File: src/rtl/alu_seq_pkg.sv
// Shared types, opcode constants and IR field layout for the ALU op sequencer.
package alu_seq_pkg;

  // Opcode field width and IR field positions (LSB of each field).
  localparam int unsigned OPC_BITS = 5;
  localparam int unsigned OPC_LSB  = 27;
  localparam int unsigned RA_LSB   = 23;
  localparam int unsigned RB_LSB   = 19;
  localparam int unsigned RC_LSB   = 15;

  typedef logic [OPC_BITS-1:0] opc_t;

  localparam opc_t OPC_ADD = 5'b00011;
  localparam opc_t OPC_SUB = 5'b00100;
  localparam opc_t OPC_AND = 5'b00101;
  localparam opc_t OPC_OR  = 5'b00110;
  localparam opc_t OPC_MUL = 5'b01111;
  localparam opc_t OPC_DIV = 5'b10000;
  localparam opc_t OPC_NEG = 5'b10001;
  localparam opc_t OPC_NOT = 5'b10010;

  typedef enum logic [3:0] {
    S_IDLE,
    S_T0,
    S_T1,
    S_T2,
    S_T3,
    S_T4,
    S_T5,
    S_T6,
    S_DONE,
    S_FAIL
  } state_t;

  // Single-bit control strobes, registered together.
  typedef struct packed {
    logic busy;
    logic done;
    logic err;
    logic pc_out;
    logic mdr_out;
    logic zlo_out;
    logic zhi_out;
    logic mar_rd;
    logic pc_rd;
    logic mdr_rd;
    logic ir_rd;
    logic y_rd;
    logic z_rd;
    logic hi_rd;
    logic lo_rd;
    logic inc_pc;
    logic read;
  } strobe_t;

  // Single-operand ops skip the Y load and take their operand from Rb.
  function automatic logic is_unary(input opc_t opc);
    return (opc == OPC_NEG) || (opc == OPC_NOT);
  endfunction

  // Ops that write back through HI/LO instead of Ra.
  function automatic logic is_muldiv(input opc_t opc);
    return (opc == OPC_MUL) || (opc == OPC_DIV);
  endfunction

  function automatic logic is_legal(input opc_t opc);
    logic ok;
    ok = 1'b0;
    case (opc)
      OPC_ADD, OPC_SUB, OPC_AND, OPC_OR,
      OPC_MUL, OPC_DIV, OPC_NEG, OPC_NOT: ok = 1'b1;
      default:                            ok = 1'b0;
    endcase
    return ok;
  endfunction

endpackage

File: src/rtl/onehot_dec.sv
// Binary index to one-hot select; indices outside 0..N-1 give an all-zero vector.
module onehot_dec #(
  parameter int unsigned IDX_W = 4,
  parameter int unsigned N     = 16
) (
  input  logic [IDX_W-1:0] idx,
  output logic [N-1:0]     onehot_c
);

  // Compare against every position; out-of-range indices match nothing.
  always_comb begin
    onehot_c = '0;
    for (int unsigned i = 0; i < N; i++) begin
      if (32'(idx) == 32'(i)) begin
        onehot_c[i] = 1'b1;
      end
    end
  end

endmodule

File: src/rtl/alu_op_sequencer.sv
// Control sequencer for register-register ALU instructions on the shared bus datapath.
// Outputs are registered copies of the decode of the next state, so every strobe
// lines up with its state and there is no input-to-output combinational path.
module alu_op_sequencer #(
  parameter int unsigned DATA_W      = 32,
  parameter int unsigned NREGS       = 16,
  parameter int unsigned REG_IDX_W   = 4,
  parameter int unsigned OPC_W       = 5,
  parameter int unsigned MEM_TIMEOUT = 15
) (
  input  logic              clk,
  input  logic              clr,
  input  logic              start,
  input  logic [DATA_W-1:0] ir,
  input  logic              mem_rdy,
  output logic              busy,
  output logic              done,
  output logic              err,
  output logic              PC_out,
  output logic              MDR_out,
  output logic              Zlo_out,
  output logic              Zhi_out,
  output logic              MAR_rd,
  output logic              PC_rd,
  output logic              MDR_rd,
  output logic              IR_rd,
  output logic              Y_rd,
  output logic              Z_rd,
  output logic              HI_rd,
  output logic              LO_rd,
  output logic              IncPC,
  output logic              Read,
  output logic [NREGS-1:0]  R_rd,
  output logic [NREGS-1:0]  R_wrt,
  output logic [OPC_W-1:0]  op_sel
);

  import alu_seq_pkg::*;

  localparam int unsigned CNT_W = $clog2(MEM_TIMEOUT + 1);

  state_t             state_q, state_d;
  logic [CNT_W-1:0]   wait_cnt_q, wait_cnt_d;
  strobe_t            strb_q, strb_d;
  logic [NREGS-1:0]   r_rd_q, r_rd_d;
  logic [NREGS-1:0]   r_wrt_q, r_wrt_d;
  logic [OPC_W-1:0]   op_sel_q, op_sel_d;

  // IR field decode.
  logic [OPC_W-1:0]     opc_raw;
  opc_t                 opc;
  logic [REG_IDX_W-1:0] ra, rb, rc;
  logic                 unused_ir_bits;

  assign opc_raw        = ir[OPC_LSB +: OPC_W];
  assign opc            = opc_t'(opc_raw);
  assign ra             = ir[RA_LSB +: REG_IDX_W];
  assign rb             = ir[RB_LSB +: REG_IDX_W];
  assign rc             = ir[RC_LSB +: REG_IDX_W];
  assign unused_ir_bits = ^ir[RC_LSB-1:0];

  // Register selects. The drive index depends only on the current state:
  // leaving T3 means entering a binary T4 (Rc); leaving T2 means T3 or unary T4 (Rb).
  logic [REG_IDX_W-1:0] wrt_idx_c;
  logic [NREGS-1:0]     wrt_sel_c;
  logic [NREGS-1:0]     rd_sel_c;

  assign wrt_idx_c = (state_q == S_T3) ? rc : rb;

  onehot_dec #(
    .IDX_W (REG_IDX_W),
    .N     (NREGS)
  ) u_wrt_dec (
    .idx      (wrt_idx_c),
    .onehot_c (wrt_sel_c)
  );

  onehot_dec #(
    .IDX_W (REG_IDX_W),
    .N     (NREGS)
  ) u_rd_dec (
    .idx      (ra),
    .onehot_c (rd_sel_c)
  );

  // Next state, T1 wait counter, and the strobes belonging to the next state.
  always_comb begin
    state_d    = state_q;
    wait_cnt_d = wait_cnt_q;
    strb_d     = '0;
    r_rd_d     = '0;
    r_wrt_d    = '0;
    op_sel_d   = '0;

    unique case (state_q)
      S_IDLE: begin
        if (start) state_d = S_T0;
      end
      S_T0: begin
        state_d    = S_T1;
        wait_cnt_d = '0;
      end
      S_T1: begin
        if (mem_rdy) begin
          state_d = S_T2;
        end else if (wait_cnt_q == CNT_W'(MEM_TIMEOUT)) begin
          state_d = S_FAIL;
        end else begin
          wait_cnt_d = wait_cnt_q + CNT_W'(1);
        end
      end
      S_T2: begin
        if (!is_legal(opc))     state_d = S_FAIL;
        else if (is_unary(opc)) state_d = S_T4;
        else                    state_d = S_T3;
      end
      S_T3:   state_d = S_T4;
      S_T4:   state_d = S_T5;
      S_T5:   state_d = is_muldiv(opc) ? S_T6 : S_DONE;
      S_T6:   state_d = S_DONE;
      S_DONE: state_d = S_IDLE;
      S_FAIL: state_d = S_IDLE;
      default: state_d = S_IDLE;
    endcase

    strb_d.busy = (state_d != S_IDLE);

    case (state_d)
      S_T0: begin
        strb_d.pc_out = 1'b1;
        strb_d.mar_rd = 1'b1;
        strb_d.inc_pc = 1'b1;
        strb_d.z_rd   = 1'b1;
      end
      S_T1: begin
        strb_d.zlo_out = 1'b1;
        strb_d.pc_rd   = 1'b1;
        strb_d.read    = 1'b1;
        strb_d.mdr_rd  = 1'b1;
      end
      S_T2: begin
        strb_d.mdr_out = 1'b1;
        strb_d.ir_rd   = 1'b1;
      end
      S_T3: begin
        r_wrt_d     = wrt_sel_c;
        strb_d.y_rd = 1'b1;
      end
      S_T4: begin
        r_wrt_d     = wrt_sel_c;
        op_sel_d    = opc_raw;
        strb_d.z_rd = 1'b1;
      end
      S_T5: begin
        strb_d.zlo_out = 1'b1;
        if (is_muldiv(opc)) strb_d.lo_rd = 1'b1;
        else                r_rd_d       = rd_sel_c;
      end
      S_T6: begin
        strb_d.zhi_out = 1'b1;
        strb_d.hi_rd   = 1'b1;
      end
      S_DONE:  strb_d.done = 1'b1;
      S_FAIL:  strb_d.err  = 1'b1;
      default: ;
    endcase
  end

  // State, counter and output registers; async reset clears everything at once.
  always_ff @(posedge clk or negedge clr) begin
    if (!clr) begin
      state_q    <= S_IDLE;
      wait_cnt_q <= '0;
      strb_q     <= '0;
      r_rd_q     <= '0;
      r_wrt_q    <= '0;
      op_sel_q   <= '0;
    end else begin
      state_q    <= state_d;
      wait_cnt_q <= wait_cnt_d;
      strb_q     <= strb_d;
      r_rd_q     <= r_rd_d;
      r_wrt_q    <= r_wrt_d;
      op_sel_q   <= op_sel_d;
    end
  end

  assign busy    = strb_q.busy;
  assign done    = strb_q.done;
  assign err     = strb_q.err;
  assign PC_out  = strb_q.pc_out;
  assign MDR_out = strb_q.mdr_out;
  assign Zlo_out = strb_q.zlo_out;
  assign Zhi_out = strb_q.zhi_out;
  assign MAR_rd  = strb_q.mar_rd;
  assign PC_rd   = strb_q.pc_rd;
  assign MDR_rd  = strb_q.mdr_rd;
  assign IR_rd   = strb_q.ir_rd;
  assign Y_rd    = strb_q.y_rd;
  assign Z_rd    = strb_q.z_rd;
  assign HI_rd   = strb_q.hi_rd;
  assign LO_rd   = strb_q.lo_rd;
  assign IncPC   = strb_q.inc_pc;
  assign Read    = strb_q.read;
  assign R_rd    = r_rd_q;
  assign R_wrt   = r_wrt_q;
  assign op_sel  = op_sel_q;

endmodule

File: config.mk
export PLATFORM = sky130hd
export DESIGN_NAME = alu_op_sequencer
export DESIGN_NICKNAME = d
export VERILOG_FILES = /design/src/rtl/alu_seq_pkg.sv /design/src/rtl/onehot_dec.sv /design/src/rtl/alu_op_sequencer.sv
export SDC_FILE = /design/constraint.sdc
export NUM_CORES = 1
export LEC_CHECK = 0
export BUFFER_PORTS_ARGS = -buffer_cell sky130_fd_sc_hd__buf_2
export CAP_MARGIN = 20
export CORE_MARGIN = 5
export CORE_UTILIZATION = 40
export CTS_CLUSTER_DIAMETER = 50
export DETAILED_ROUTE_END_ITERATION = 16
export GPL_ROUTABILITY_DRIVEN = 0
export PLACE_DENSITY = 0.67
export SYNTH_ARGS = -nofsm -noshare
export SYNTH_HDL_FRONTEND = slang
export SYNTH_SLANG_ARGS = --single-unit
export TNS_END_PERCENT = 100
File: constraint.sdc
create_clock -name clk -period 4.3 [get_ports clk]
set_input_delay 0.86 -clock clk [delete_from_list [all_inputs] [get_ports clk]]
set_output_delay 0.86 -clock clk [all_outputs]
set_load 0.01 [all_outputs]
==> results.tsv <==
stage	metric	value	unit
global_route	overflow	0	
clock_tree	clock_sinks	56	
yosys	yosysTopAreaCellShare	58.4	%
yosys	synth_fp_nets	260	
clock_tree	cts_buffers	5	
drt	drt-total-wl	5190	um
global_route	grt_pass1_wl	8670	um
setup_path	cp_max_fo	17	
power	p_int	0.923	mW
setup_path	reg2reg_to	busy	
timing	max_slew.worst_pin.slew	0.831	ns
clock_tree	root_buffer	clkbuf_8	
run_status	outcome	finished, final reports clean	
place	dpl.hpwl	3880	um
drt	via_per_inst	5.05	
yosys	ys_warn_count	0	
power	clkPwrFrac	23.7	%
layout	layout_common_cells	buf_2, dfrtp_1, nor2_1	
power	seq_power_share	47.2	%
timing	slew_headroom	43.8	%
timing	period_share	63.2	%
global_route	antenna_found_initial	0	
global_route	grt_max_degree	30	
floorplanning	die_height	87.5	um
setup_path	cp-endpoint	R_wrt[12]	
timing	fin_setup_tns	0	ns
place	dp.cells	359	
layout	final-seq-area	1400	sq um
drt	drcViolationCount	0	
layout	syn_to_final_growth	20.9	%
floorplanning	dieArea	7650	sq um
clock_tree	clk_pin_slew	0.09	ns
setup_path	rr_startpoint	wait_cnt_q[0]	
setup_path	path_class	input port to flip-flop	
clock_tree	worst_skew_pair.late_latency	0.30	ns
yosys	synth_top_flop_cell	dfrtp_1	
layout	antenna_cells	0	
flow_run	drv_cap	0	
layout	final_common_cell	buf_2	
yosys	avgSynthCellArea	10.8	sq um
timing	hold_viol	0	
layout	final_cells	368	
min_path	min_path_type	input port to asynchronous set/reset pin	
timing	slew_viol_final	0	
timing	layout_min_cycle_time	2.72	ns
clock_tree	htreeDepth	2	
place	dpl_cell_area	2790	sq um
floorplanning	start_util	40.8	%
timing	max_freq	368	MHz
clock_tree	cts_tree	yes	
yosys	synth.largest_area_cell	dfrtp_1	
yosys	synth_edf_count	0	
drt	wl_per_cell	14.1	um
power	switching_power	0.480	mW
global_route	track_usage	14.6	%
clock_tree	clockBufferDepth	2	
clock_tree	cts_resized	0	
layout	fill_cells	549	
power	power_switching_share	34.2	%
yosys	synth_async_sr_flop_share	100	%
yosys	synthTopCellsByArea	dfrtp_1, nor2_1, nor3_1	
clock_tree	cts_setup_buffers	0	
yosys	synth_area	2400	sq um
clock_tree	hold_buffers	0	
setup_path	regToRegSetupSlack	1.89	ns
layout	fin_area	2900	sq um
timing	worst_slack	1.58	ns
setup_path	cp-start-kind	input port	
layout	drive_gt1_share	31.1	%
yosys	synth.distinct_cells	53	
timing	finalSetupViolCount	0	
timing	rsz0062_at_grt	false	
drt	vias	1858	
drt	ant_nets	0	
yosys	postSynthCellCount	223	
floorplanning	core-area	5890	sq um
timing	clock_skew	0.0119	ns
global_route	grt_pass1_vias	1788	
yosys	synth_seq_cells	56	
drt	drtPass1Iterations	4	
power	ir_drop	0.182	mV
drt	drt_iter0_drc	137	
power	power	1.40	mW
layout	multi_input_area	895	sq um
power	leakage	1.51	nW
setup_path	cp.arrival	2.94	ns
floorplanning	pin_count	90	
power	power_density	483	nW/um^2
setup_path	worstSetupStartpoint	ir[31]	
setup_path	reg2regPathDepth	6	
power	combPwrFrac	29.1	%
yosys	ys_seq_area_share	58.4	%
place	io_buffers	74	
place	dp_slack	1.28	ns
setup_path	end_kind	flip-flop	
setup_path	critPathRequiredTime	4.52	ns
layout	layout.nets	329	
floorplanning	die_width	87.5	um
floorplanning	core.rowCount	28	
## worst min path at each step
stage / startpoint / to / slack [ns] / cells after the start
2_1_floorplan: wait_cnt_q[1] / wait_cnt_q[1] / 0.50 / 2
3_3_place_gp: wait_cnt_q[1] / wait_cnt_q[1] / 0.53 / 2
3_5_place_dp: wait_cnt_q[1] / wait_cnt_q[1] / 0.54 / 2
4_1_cts: wait_cnt_q[1] / wait_cnt_q[1] / 0.56 / 2
5_1_grt: clr / R_wrt[12] / 0.60 / 1
6_report: clr / R_wrt[13] / 0.56 / 1
## stage by stage
stage	utilization, %	hold slack (ns)
2_1_floorplan	-	0.499
3_3_place_gp	47.3	0.531
3_5_place_dp	47.3	0.539
4_1_cts	49.2	0.564
5_1_grt	49.3	0.602
6_report	49.3	0.555
## sequential cells by signal, indices dropped and copies added (netlist names)
name,count
R_wrt,16
Read,1
Zlo_out,1
state_q,4
IR_rd,1
done,1
wait_cnt_q,4
R_rd,16
op_sel,5
err,1
LO_rd,1
IncPC,1
Y_rd,1
Z_rd,1
busy,1
HI_rd,1
## final cells by class
| cell class | instances | share of cell area [%] |
|---|---|---|
| well taps | 75 | 3.23 |
| clock inverters | 2 | 1.21 |
| multi-input cells | 148 | 30.8 |
| flip-flops and latches | 56 | 48.3 |
| inverters | 5 | 0.647 |
| clock buffers | 6 | 2.50 |
| repair buffers | 76 | 13.3 |
## power groups by stage
stage               logic, mW  clock network [mW]  registers (mW)
finish                  0.408               0.333           0.662
global route            0.464               0.366           0.678
floorplan               0.317                   0           0.647
global placement        0.402                   0           0.671
detailed placement      0.407                   0           0.670
CTS                     0.410               0.341           0.661
## synth_stat cells, drive strengths merged (4+ instances only)
| cell | number |
|---|---|
| o21ai | 7 |
| and2 | 7 |
| nor3 | 15 |
| nor3b | 7 |
| dfrtp | 56 |
| nand2b | 10 |
| inv | 5 |
| nand2 | 15 |
| clkbuf | 4 |
| buf | 10 |
| a31oi | 4 |
| nor2 | 32 |
## worst max-delay path, stage by stage
cell,delay (ns)
buf_2,0.16
or3b_1,0.47
o22ai_1,0.29
a221oi_1,0.22
or3_1,0.64
nor3b_1,0.28
## metal layers
metal	vias to the layer above	share of wire, %	track usage, %
met1	872	45	19.7
met3	9	6.2	3.12
met5	-	0	0
met2	64	47	22.7
li1	913	-	-
met4	0	1.9	5.72
## cells by family after synthesis
logic type | count (synthesis) | share of synthesized area, %
AOI/OAI and AO/OA | 31 | 9.80
xor gates and xnor gates | 2 | 0.730
adders and majority gates | 1 | 0.521
buffers and inverters | 19 | 4.33
DFF | 56 | 58.4
muxes | 2 | 0.886
and+or+nand+nor | 112 | 25.3
No activity file was read; power rests on OpenSTA's default activity.
